$ cat src/rtl/riscv_ctrl_pkg.sv
// riscv_ctrl_pkg: shared encodings for the RV32I multicycle control path.
// Holds the sequencer state enum, the opcode constants it decodes, and the
// imm_src / alu_op / result_src / alu_src_a / alu_src_b encodings. The
// immediate extender and the ALU decoder import the same constants.
package riscv_ctrl_pkg;

    typedef enum logic [3:0] {
        S_FETCH,
        S_DECODE,
        S_MEMADR,
        S_MEMREAD,
        S_MEMWB,
        S_MEMWRITE,
        S_EXEC_R,
        S_EXEC_I,
        S_EXEC_U,
        S_JAL,
        S_ALUWB,
        S_BRANCH,
        S_TRAP
    } state_t;

    // Opcodes (instr[6:0])
    localparam logic [6:0] OP_LOAD   = 7'b0000011;
    localparam logic [6:0] OP_STORE  = 7'b0100011;
    localparam logic [6:0] OP_R      = 7'b0110011;
    localparam logic [6:0] OP_I      = 7'b0010011;
    localparam logic [6:0] OP_BRANCH = 7'b1100011;
    localparam logic [6:0] OP_JAL    = 7'b1101111;
    localparam logic [6:0] OP_LUI    = 7'b0110111;
    localparam logic [6:0] OP_AUIPC  = 7'b0010111;

    // Branch funct3
    localparam logic [2:0] F3_BEQ = 3'b000;
    localparam logic [2:0] F3_BNE = 3'b001;

    // Immediate formats
    localparam logic [2:0] IMM_I = 3'b000;
    localparam logic [2:0] IMM_S = 3'b001;
    localparam logic [2:0] IMM_B = 3'b011;
    localparam logic [2:0] IMM_J = 3'b100;
    localparam logic [2:0] IMM_U = 3'b101;

    // ALU operation class
    localparam logic [1:0] ALU_ADD   = 2'b00;
    localparam logic [1:0] ALU_SUB   = 2'b01;
    localparam logic [1:0] ALU_FUNCT = 2'b10;

    // Result mux
    localparam logic [1:0] RES_ALUOUT = 2'b00;
    localparam logic [1:0] RES_RDATA  = 2'b01;
    localparam logic [1:0] RES_ALURES = 2'b10;

    // ALU A operand
    localparam logic [1:0] SRCA_PC    = 2'b00;
    localparam logic [1:0] SRCA_OLDPC = 2'b01;
    localparam logic [1:0] SRCA_RS1   = 2'b10;
    localparam logic [1:0] SRCA_ZERO  = 2'b11;

    // ALU B operand
    localparam logic [1:0] SRCB_RS2  = 2'b00;
    localparam logic [1:0] SRCB_IMM  = 2'b01;
    localparam logic [1:0] SRCB_FOUR = 2'b10;

    // Decoded control word driven to the datapath
    typedef struct packed {
        logic       pc_write;
        logic       adr_src;
        logic       mem_write;
        logic       ir_write;
        logic       reg_write;
        logic [1:0] result_src;
        logic [1:0] alu_src_a;
        logic [1:0] alu_src_b;
        logic [1:0] alu_op;
        logic [2:0] imm_src;
    } ctrl_t;

endpackage

$ cat src/rtl/ctrl_out_dec.sv
// ctrl_out_dec: combinational state -> control-word decode.
// Ports:
//   state      in  current sequencer state
//   opcode     in  latched instr[6:0] (selects imm format / A source)
//   funct3     in  latched instr[14:12] (branch condition)
//   zero       in  ALU zero flag (branch decision)
//   mem_ready  in  memory handshake (fetch completes the IR/PC load)
//   ctrl       out datapath control word; unlisted fields are 0
module ctrl_out_dec
    import riscv_ctrl_pkg::*;
(
    input  state_t      state,
    input  logic [6:0]  opcode,
    input  logic [2:0]  funct3,
    input  logic        zero,
    input  logic        mem_ready,
    output ctrl_t       ctrl
);

    always_comb begin
        ctrl = '0;
        case (state)
            S_FETCH: begin
                ctrl.adr_src    = 1'b0;
                ctrl.alu_src_a  = SRCA_PC;
                ctrl.alu_src_b  = SRCB_FOUR;
                ctrl.alu_op     = ALU_ADD;
                ctrl.result_src = RES_ALURES;
                // PC+4 and the IR load only commit once memory returns data
                ctrl.ir_write   = mem_ready;
                ctrl.pc_write   = mem_ready;
            end
            S_DECODE: begin
                // Speculatively form the branch/jump target into ALUOut
                ctrl.alu_src_a = SRCA_OLDPC;
                ctrl.alu_src_b = SRCB_IMM;
                ctrl.alu_op    = ALU_ADD;
                ctrl.imm_src   = (opcode == OP_JAL) ? IMM_J : IMM_B;
            end
            S_MEMADR: begin
                ctrl.alu_src_a = SRCA_RS1;
                ctrl.alu_src_b = SRCB_IMM;
                ctrl.imm_src   = (opcode == OP_STORE) ? IMM_S : IMM_I;
            end
            S_MEMREAD: begin
                ctrl.adr_src = 1'b1;
            end
            S_MEMWB: begin
                ctrl.result_src = RES_RDATA;
                ctrl.reg_write  = 1'b1;
            end
            S_MEMWRITE: begin
                ctrl.adr_src   = 1'b1;
                ctrl.mem_write = 1'b1;
            end
            S_EXEC_R: begin
                ctrl.alu_src_a = SRCA_RS1;
                ctrl.alu_src_b = SRCB_RS2;
                ctrl.alu_op    = ALU_FUNCT;
            end
            S_EXEC_I: begin
                ctrl.alu_src_a = SRCA_RS1;
                ctrl.alu_src_b = SRCB_IMM;
                ctrl.imm_src   = IMM_I;
                ctrl.alu_op    = ALU_FUNCT;
            end
            S_EXEC_U: begin
                // lui adds the immediate to zero, auipc to the old PC
                ctrl.alu_src_a = (opcode == OP_LUI) ? SRCA_ZERO : SRCA_OLDPC;
                ctrl.alu_src_b = SRCB_IMM;
                ctrl.imm_src   = IMM_U;
                ctrl.alu_op    = ALU_ADD;
            end
            S_JAL: begin
                // Jump target already sits in ALUOut; ALU forms old PC + 4 for rd
                ctrl.alu_src_a  = SRCA_OLDPC;
                ctrl.alu_src_b  = SRCB_FOUR;
                ctrl.result_src = RES_ALUOUT;
                ctrl.pc_write   = 1'b1;
            end
            S_ALUWB: begin
                ctrl.result_src = RES_ALUOUT;
                ctrl.reg_write  = 1'b1;
            end
            S_BRANCH: begin
                ctrl.alu_src_a  = SRCA_RS1;
                ctrl.alu_src_b  = SRCB_RS2;
                ctrl.alu_op     = ALU_SUB;
                ctrl.result_src = RES_ALUOUT;
                if (funct3 == F3_BEQ)
                    ctrl.pc_write = zero;
                else if (funct3 == F3_BNE)
                    ctrl.pc_write = ~zero;
            end
            default: ;  // S_TRAP: everything inactive
        endcase
    end

endmodule

$ cat src/rtl/mc_control_fsm.sv
// mc_control_fsm: multicycle RV32I control sequencer.
// Steps fetch/decode/execute/memory/writeback from the latched opcode and
// funct3, stalling in FETCH, MEMREAD and MEMWRITE until mem_ready.
// Ports:
//   clk, rst_n             clock, async active-low reset
//   opcode, funct3         latched instruction fields
//   zero                   ALU zero flag (branches)
//   mem_ready              memory access completes this cycle
//   pc_write, ir_write,
//   mem_write, reg_write   write enables (forced low while in reset)
//   adr_src, result_src,
//   alu_src_a, alu_src_b,
//   alu_op, imm_src        datapath mux / ALU / immediate selects
//   illegal                sticky unsupported-instruction flag
module mc_control_fsm
    import riscv_ctrl_pkg::*;
(
    input  logic       clk,
    input  logic       rst_n,
    input  logic [6:0] opcode,
    input  logic [2:0] funct3,
    input  logic       zero,
    input  logic       mem_ready,
    output logic       pc_write,
    output logic       adr_src,
    output logic       mem_write,
    output logic       ir_write,
    output logic       reg_write,
    output logic [1:0] result_src,
    output logic [1:0] alu_src_a,
    output logic [1:0] alu_src_b,
    output logic [1:0] alu_op,
    output logic [2:0] imm_src,
    output logic       illegal
);

    state_t state, state_n;
    ctrl_t  ctrl;

    always_ff @(posedge clk or negedge rst_n) begin
        if (!rst_n) state <= S_FETCH;
        else        state <= state_n;
    end

    // Set on the edge that enters TRAP, so it reads 1 throughout TRAP
    always_ff @(posedge clk or negedge rst_n) begin
        if (!rst_n)                 illegal <= 1'b0;
        else if (state_n == S_TRAP) illegal <= 1'b1;
    end

    always_comb begin
        state_n = state;
        case (state)
            S_FETCH:    if (mem_ready) state_n = S_DECODE;
            S_DECODE: begin
                case (opcode)
                    OP_LOAD, OP_STORE: state_n = S_MEMADR;
                    OP_R:              state_n = S_EXEC_R;
                    OP_I:              state_n = S_EXEC_I;
                    OP_BRANCH:         state_n = S_BRANCH;
                    OP_JAL:            state_n = S_JAL;
                    OP_LUI, OP_AUIPC:  state_n = S_EXEC_U;
                    default:           state_n = S_TRAP;
                endcase
            end
            S_MEMADR:   state_n = (opcode == OP_STORE) ? S_MEMWRITE : S_MEMREAD;
            S_MEMREAD:  if (mem_ready) state_n = S_MEMWB;
            S_MEMWB:    state_n = S_FETCH;
            S_MEMWRITE: if (mem_ready) state_n = S_FETCH;
            S_EXEC_R,
            S_EXEC_I,
            S_EXEC_U,
            S_JAL:      state_n = S_ALUWB;
            S_ALUWB:    state_n = S_FETCH;
            S_BRANCH:   state_n = (funct3 == F3_BEQ || funct3 == F3_BNE) ? S_FETCH : S_TRAP;
            S_TRAP:     state_n = S_TRAP;
            default:    state_n = S_TRAP;
        endcase
    end

    ctrl_out_dec u_dec (
        .state     (state),
        .opcode    (opcode),
        .funct3    (funct3),
        .zero      (zero),
        .mem_ready (mem_ready),
        .ctrl      (ctrl)
    );

    // State resets to FETCH, whose enables follow mem_ready; gate them with
    // rst_n so nothing is written while reset is held.
    assign pc_write   = ctrl.pc_write  & rst_n;
    assign ir_write   = ctrl.ir_write  & rst_n;
    assign mem_write  = ctrl.mem_write & rst_n;
    assign reg_write  = ctrl.reg_write & rst_n;
    assign adr_src    = ctrl.adr_src;
    assign result_src = ctrl.result_src;
    assign alu_src_a  = ctrl.alu_src_a;
    assign alu_src_b  = ctrl.alu_src_b;
    assign alu_op     = ctrl.alu_op;
    assign imm_src    = ctrl.imm_src;

endmodule
$ cat config.mk
export PLATFORM = sky130hd
export DESIGN_NAME = mc_control_fsm
export DESIGN_NICKNAME = d
export VERILOG_FILES = /design/src/rtl/riscv_ctrl_pkg.sv /design/src/rtl/ctrl_out_dec.sv /design/src/rtl/mc_control_fsm.sv
export SDC_FILE = /design/constraint.sdc
export NUM_CORES = 1
export LEC_CHECK = 0
export BUFFER_PORTS_ARGS = -buffer_cell sky130_fd_sc_hd__buf_2
export CORE_MARGIN = 10
export CORE_UTILIZATION = 43
export CTS_BUF_LIST = sky130_fd_sc_hd__clkbuf_16
export CTS_CLUSTER_SIZE = 16
export DETAILED_ROUTE_END_ITERATION = 12
export PLACE_DENSITY = 0.75
export SLEW_MARGIN = 20
export SYNTH_ARGS = -nofsm -noshare
export SYNTH_HDL_FRONTEND = slang
export SYNTH_HIERARCHICAL = 1
export SYNTH_SLANG_ARGS = --single-unit
export TNS_END_PERCENT = 20
$ cat constraint.sdc
create_clock -name clk -period 1.5 [get_ports clk]
set_input_delay 0.15 -clock clk [delete_from_list [all_inputs] [get_ports clk]]
set_output_delay 0.15 -clock clk [all_outputs]
set_load 0.05 [all_outputs]
# Yosys cells after proc, flatten, opt, wreduce, memory -nomap -nowiden
# Index checks and enable logic that the tools add are counted.
# op_classes
addsub,0
mul,0
div_mod_pow,0
order_cmp,0
n_eq_ne,21
shift,0
mux,21
bitwise,5
reduce_logical,11
# op_table
cell,n
4-bit case mux with 6 select lines,2
4-bit case mux with 8 select lines,1
7-bit by 6-bit == test with 1-bit output (second input constant),3
4-bit == test (second input constant),5
4-bit by 3-bit == test with 1-bit output (second input constant),4
4-bit two-way mux,4
7-bit by 5-bit == test with 1-bit output (second input constant),2
7-bit == test (second input constant),2
2-bit OR reduction,7
3-bit case mux with 3 select lines,1
4-bit by 2-bit == test with 1-bit output (second input constant),2
2-bit case mux with 2 select lines,2
7-bit by 2-bit == test with 1-bit output (second input constant),1
1-bit two-way mux,7
3-bit two-way mux,2
1-bit bitwise AND,4
4-bit by 1-bit == test with 1-bit output (second input constant),1
4-bit logical NOT,1
4-bit OR reduction,1
3-bit by 1-bit == test with 1-bit output (second input constant),1
3-bit logical NOT,1
1-bit case mux with 3 select lines,1
2-bit two-way mux,1
1-bit logical OR,1
1-bit inverter,1
# totals
regBits,5
latch_bits,0
ram_bits,0
mem_bits_ro,0
output_inout_bits,17
elab_cells,60
n_memories,0

# Logic depth before layout (Yosys ltp)
# Gate-level depths: netlist (run 1).
# depth
ltp_word,5
depth_mapped,6
depth_no_buf,5

# By module
# Netlist (run 1), hierarchy kept.
# modules_own_cells
module,instances,cells_each,area_each_um2,seq_area_each_um2
mc_control_fsm,1,57,464.2,125.1
ctrl_out_dec,1,52,324.1,0.0

# Worst setup path after synthesis (run 1)
# Ideal clock, no wire load.
# synth_path
path_type,reg-to-output
start,reg state[0]
end,out ir_write
arrival_ns,2.253
setup_slack_ns,-0.903
stages_incl_launch_ff,5
path_buffers,1
path_cell_list,dfrtp_1 buf_2 nor4_2 and2_1 and2_1
# synth_lines
element,line_no,source
from (decl),mc_control_fsm.sv:37,"state_t state, state_n;"
from (signal assigned),mc_control_fsm.sv:42,else state <= state_n;
to (decl),mc_control_fsm.sv:27,"output logic ir_write,"

==> results.sh, run 1 <==
export IMPL_cp_data_required_time_ns=1.35
export IMPL_fin_ws_ns=-0.197
export IMPL_timing_rr_end="illegal"
export IMPL_cp_slowest_stage_delay_ns=0.47
export IMPL_clk_latency_ns=0.23
export IMPL_pwr_share_seq_pct=8.9
export IMPL_synth_area_um2=788
export IMPL_powerDensity_nw_per_um2=2430
export IMPL_antenna_cells=0
export IMPL_hold_ws_ns=0.392
export IMPL_yosys_area_top_type_share_pct=15.9
export IMPL_met1_length_um=1250
export IMPL_core_area_um2=1730
export IMPL_worstSetupPathType="reg -> out"
export IMPL_grt_ovfl_total=0
export IMPL_fin_crit_sh_pct=113
export IMPL_p_int_mw=1.68
export IMPL_num_rows=15
export IMPL_first_pass_iters=4
export IMPL_fin_setup_tns_ns=-1.36
export IMPL_viasPerCell=5.73
export IMPL_dr_wl_met3_um=182
export IMPL_hold_viol_final=0
export IMPL_syn2layout_area_growth_pct=79.5
export IMPL_remaining_drc_errors=0
export IMPL_grt_pass1_vias=1069
export IMPL_slowest_stage="dfrtp_2"
export IMPL_grt_use_total_pct=15.8
export IMPL_synth_cell_type_count=42
export IMPL_antenna_found_initial=0
export IMPL_drt_iter0_drc=25
export IMPL_seq_area_frac_synth_pct=15.9
export IMPL_synth_seq_cells=5
export IMPL_clkPwrFrac_pct=13.1
export IMPL_rrSetupSlack_ns=-0.15
export IMPL_ios=31
export IMPL_dp_slack_ns=-0.0385
export IMPL_netlist_top_cells_area="dfrtp_1 16%, nor2_1 6.2%, and2_1 4.8%"
export IMPL_slew_headroom_pct=75.6
export IMPL_final_common_cell="buf_4"
export IMPL_pwr_share_comb_pct=78.0
export IMPL_ys_async_sr_fraction_pct=100
export IMPL_hp_class="in -> async"
export IMPL_cts_buffer_depth=2
export IMPL_arrival_ns=1.55
export IMPL_violations="setup timing"
export IMPL_gp_congestion=0.774
export IMPL_routed_wl_met2_um=1770
export IMPL_rr_startpoint="state[3]"
export IMPL_crit_start="state[0]"
export IMPL_layout_common_cells="21 x buf_4, 15 x buf_2, 14 x buf_6, 9 x nor2_1"
export IMPL_setup_violations=14
export IMPL_ir_drop_uv=1770
export IMPL_clkTransAtPathRegs_ns=0.04
export IMPL_maxUsedRoutingLayer="met4"
export IMPL_grt_max_degree=15
export IMPL_routedWlPerCell_um=17.6
export IMPL_hpwl_um=1950
export IMPL_postSynthAreaPerCell_um2=7.23
export IMPL_layout_drive_gt1_share_pct=57.1
export IMPL_synth_warnings=6
export IMPL_drv_cap=0
export IMPL_initial_utilization_pct=45.7
export IMPL_power_leakage_nw=0.638
export IMPL_path_cells="buf_4 > nor4_4 > and2_1 > and2_4 > buf_8"
export IMPL_dieArea_um2=3950
export IMPL_clkSinkCount=5
export IMPL_syn_inst=109
export IMPL_rsz0062_at_grt="true"
export IMPL_cts_root_buffer="clkbuf_16"
export IMPL_numPortBuffers=30
export IMPL_instances_no_fill=186
export IMPL_yosysTopAreaCell="dfrtp_1"
export IMPL_status="finished, violations left"
export IMPL_wirelength_um=3270
export IMPL_path_max_fanout=8
export IMPL_synth_ff_type="dfrtp_1"
export IMPL_dp_cells=176
export IMPL_rr_worst_depth=6
export IMPL_vias=1065
export IMPL_syn_num_nets=123
export IMPL_cts_tree="yes"
export IMPL_fp_dieW_um=62.8
export IMPL_nNetsFinal=176
export IMPL_grt_pass1_wl_um=5220
export IMPL_period_minus_slack_ns=1.70
export IMPL_start_kind="flop"
export IMPL_end_kind="output pin"
export IMPL_htreeDepth=1
export IMPL_p_sw_mw=1.76
export IMPL_finClkSkew_ns=0.00166
export IMPL_slew_viol_final=0
export IMPL_switching_share_pct=51.2
export IMPL_worst_pin_slew_ns=0.364
export IMPL_ant_nets=0
export IMPL_fmax_mhz=589
export IMPL_die_h_um=62.8
export IMPL_synth_enable_flop_cells=0
export IMPL_cts_buffers=3
[state kept, by name, indices dropped and copies added, names as in the netlist]
| register | count |
|---|---|
| illegal | 1 |
| state | 4 |
[cell usage after synthesis (all sizes together) (2+ instances only)]
cell    count
o31ai       2
and4        2
o21ai       6
a21oi       5
inv         6
nor2       13
dfrtp       5
a22oi       2
nand2b      4
and2        6
and4b       3
buf         6
o311ai      3
xor2        2
o21a        2
and3        3
nand2       7
nor3        6
nand3       6
nor3b       2
xnor2       3
[area by class of cell]
cell class / count / area [um2]
Tap cell: 25 / 31.3
Clock buffer: 3 / 75.1
Clock inverter: 1 / 3.75
Sequential cell: 5 / 130
Timing Repair Buffer: 54 / 445
Multi-Input combinational cell: 92 / 707
Inverter: 6 / 22.5
Fill cell: 103 / 312
[repair_timing]
item,CTS,global route
gates resized for setup,35,27
hold buffers,1,0
cloned,0,0
pin swaps,3,5
endpoints found under the hold margin,5,0
setup endpoints to repair,16,19
setup buffers,5,0
[worst max path at each step]
| stage | depth (start not counted) | end |
|---|---|---|
| 2_1_floorplan | 4 | ir_write |
| 3_3_place_gp | 5 | ir_write |
| 3_5_place_dp | 5 | ir_write |
| 4_1_cts | 5 | ir_write |
| 5_1_grt | 5 | ir_write |
| 6_report | 5 | ir_write |
[worst max-delay path: cells and delay by family (launching register included)]
family / cells / cell delay (ns)
simple gates: 3 / 0.52
flops: 1 / 0.47
buf+inv: 2 / 0.32
[routing by layer]
layer,vias up,track usage [%]
li1,509,-
met4,0,5.87
met1,501,15.6
met3,11,3.76
met5,-,0
met2,44,30.5
[power groups by stage]
stage | combinational, mW | sequential [mW] | clock (mW)
after CTS | 2.46 | 0.289 | 0.444
final | 2.69 | 0.304 | 0.451
after global placement | 2.06 | 0.298 | 0
after detailed placement | 2.09 | 0.305 | 0
after global routing | 2.83 | 0.313 | 0.460
after floorplan | 1.51 | 0.304 | 0
[through the flow]
stage	util, %	area [um2]	power (mW)
6_report	82.0	1420	3.44
2_1_floorplan	-	835	1.82
4_1_cts	77.6	1340	3.19
5_1_grt	82.0	1420	3.61
3_5_place_dp	64.2	1110	2.39
3_3_place_gp	64.2	1110	2.35
[logic make-up (layout without fill, tap and decap cells)]
group                  after synthesis  after routing  synth area share, %
AND/OR/NAND/NOR                     58             58                 44.8
AO/OA/AOI/OAI                       28             28                 24.8
buffers and inverters               12             64                 7.78
XOR/XNOR                             5              5                 5.56
flip-flops                           5              5                 15.9
multiplexers                         1              1                 1.27
No activity file was read; power rests on OpenSTA's default activity.
==> run 2, diff against run 1 <==
--- a/config.mk
+++ b/config.mk
@@ -7,11 +7,11 @@
 export LEC_CHECK = 0
 export BUFFER_PORTS_ARGS = -buffer_cell sky130_fd_sc_hd__buf_2
 export CORE_MARGIN = 10
-export CORE_UTILIZATION = 43
-export CTS_BUF_LIST = sky130_fd_sc_hd__clkbuf_16
+export CORE_UTILIZATION = 45
+export CTS_BUF_LIST = sky130_fd_sc_hd__clkbuf_4 sky130_fd_sc_hd__clkbuf_8
 export CTS_CLUSTER_SIZE = 16
 export DETAILED_ROUTE_END_ITERATION = 12
-export PLACE_DENSITY = 0.75
+export PLACE_DENSITY = 0.78
 export SLEW_MARGIN = 20
 export SYNTH_ARGS = -nofsm -noshare
 export SYNTH_HDL_FRONTEND = slang
==> run 2 against run 1 <==
  * The flow still finishes with violations (setup timing)
  * Via count is 2.0% lower
  * Power is 9.7% lower
  * Sequential power is 2% higher
  * Core utilization is 2.4 points lower
  * Sequential share of layout area is 0.49 points higher
  * Sequential cell count stayed put
  * Critical path depth is 1 higher
  * Global-route usage is 1.6 points lower
  * Worst setup slack better by 0.016 ns
==> results.sh, run 2 (same netlist as run 1, synthesis figures left out) <==
export IMPL_status="finished, violations left"
export IMPL_violations="setup timing"
export IMPL_antenna_found_initial=0
export IMPL_dieArea_um2=3830
export IMPL_gp_congestion=0.890
export IMPL_remaining_drc_errors=0
export IMPL_first_pass_iters=4
export IMPL_drv_cap=0
export IMPL_cts_root_buffer="clkbuf_4"
export IMPL_rsz0062_at_grt="true"
export IMPL_die_h_um=61.9
export IMPL_p_int_mw=1.43
export IMPL_clkSinkCount=5
export IMPL_p_sw_mw=1.67
export IMPL_instances_no_fill=175
export IMPL_syn2layout_area_growth_pct=70.5
export IMPL_grt_max_degree=12
export IMPL_worstSetupPathType="reg -> out"
export IMPL_rrSetupSlack_ns=-0.11
export IMPL_arrival_ns=1.53
export IMPL_reg_top3="state: 4 flops, illegal: 1 flops"
export IMPL_fmax_mhz=595
export IMPL_pwr_share_seq_pct=10.0
export IMPL_nNetsFinal=173
export IMPL_dp_slack_ns=-0.0475
export IMPL_power_leakage_nw=0.609
export IMPL_initial_utilization_pct=46.7
export IMPL_clk_latency_ns=0.24
export IMPL_fin_ws_ns=-0.181
export IMPL_routedWlPerCell_um=16.0
export IMPL_ir_drop_uv=1460
export IMPL_end_kind="output pin"
export IMPL_powerDensity_nw_per_um2=2310
export IMPL_cts_tree="yes"
export IMPL_layout_drive_gt1_share_pct=55.1
export IMPL_fin_crit_sh_pct=112
export IMPL_vias=1044
export IMPL_layout_common_cells="17 x buf_4, 15 x buf_2, 15 x buf_6, 9 x nor2_1"
export IMPL_slew_viol_final=0
export IMPL_hp_class="in -> async"
export IMPL_grt_use_total_pct=14.2
export IMPL_fp_dieW_um=61.9
export IMPL_worst_pin_slew_ns=0.318
export IMPL_drt_iter0_drc=13
export IMPL_timing_rr_end="illegal"
export IMPL_start_kind="flop"
export IMPL_dp_cells=165
export IMPL_largest_reg_flops=4
export IMPL_finClkSkew_ns=0.00131
export IMPL_cts_buffers=3
export IMPL_core_area_um2=1690
export IMPL_hold_ws_ns=0.299
export IMPL_clkPwrFrac_pct=5.6
export IMPL_clkTransAtPathRegs_ns=0.04
export IMPL_cp_data_required_time_ns=1.35
export IMPL_regMostFlops="state"
export IMPL_wirelength_um=2790
export IMPL_slew_headroom_pct=78.5
export IMPL_grt_pass1_vias=1031
export IMPL_grt_pass1_wl_um=4310
export IMPL_path_max_fanout=5
export IMPL_grt_ovfl_total=0
export IMPL_num_rows=15
export IMPL_switching_share_pct=53.8
export IMPL_setup_violations=14
export IMPL_rr_worst_depth=5
export IMPL_final_common_cell="buf_4"
export IMPL_ios=31
export IMPL_numPortBuffers=30
export IMPL_rr_startpoint="state[0]"
export IMPL_period_minus_slack_ns=1.68
export IMPL_hold_viol_final=0
export IMPL_htreeDepth=1
export IMPL_fin_setup_tns_ns=-1.60
export IMPL_ant_nets=0
export IMPL_hpwl_um=2040
export IMPL_antenna_cells=0
export IMPL_viasPerCell=5.97
export IMPL_pwr_share_comb_pct=84.4
export IMPL_cts_buffer_depth=2
==> run 2: cell type report <==
type | count | area [um2]
well taps | 17 | 21.3
multi-input cells | 92 | 716
clock buffers | 4 | 30.0
repair buffers | 51 | 424
inverters | 6 | 22.5
flip-flops and latches | 5 | 130
fillers | 110 | 345
==> run 2: power by group through the flow <==
stage | Combinational, mW | Sequential [mW] | Clock (mW)
floorplan | 1.51 | 0.304 | 0
global placement | 2.02 | 0.314 | 0
detailed placement | 2.06 | 0.320 | 0
CTS | 2.36 | 0.297 | 0.177
global route | 2.75 | 0.323 | 0.196
finish | 2.62 | 0.310 | 0.175
==> run 2: layer usage <==
metal / share of wire (%) / vias up / global-route usage [%]
li1: - / 505 / -
met1: 39 / 512 / 14.3
met2: 56 / 23 / 28.7
met3: 4.3 / 4 / 2.64
met4: 0.61 / 0 / 3.18
met5: 0 / - / 0
==> run 2: timing repair <==
action,CTS,global route
pin swaps,3,6
resized for setup,32,25
buffers inserted,3,2
hold endpoints to repair,5,0
hold buffers,1,0
endpoints found under the setup margin,15,20
==> run 2: critical path: stages (launching register included) <==
cell and delay [ns]:
dfrtp_2 0.41, buf_6 0.12, and2_4 0.14, a21oi_2 0.03, o31ai_1 0.23, and2_1 0.19, buf_6 0.16
==> run 2: how the worst max path moves through the flow <==
stage / start / end / cells after the start / slack (ns)
3_3_place_gp: state[3] / ir_write / 5 / -0.02
4_1_cts: state[1] / imm_src[0] / 4 / -0.16
2_1_floorplan: state[1] / ir_write / 4 / -0.38
3_5_place_dp: state[3] / ir_write / 5 / -0.05
6_report: state[3] / pc_write / 6 / -0.18
5_1_grt: state[3] / pc_write / 6 / -0.28
==> run 2: through the flow <==
step | area [um2] | power (mW) | util, %
floorplan | 835 | 1.82 | -
global placement | 1090 | 2.33 | 64.4
detailed placement | 1090 | 2.38 | 64.4
CTS | 1240 | 2.84 | 73.6
global route | 1340 | 3.27 | 79.6
finish | 1340 | 3.11 | 79.6
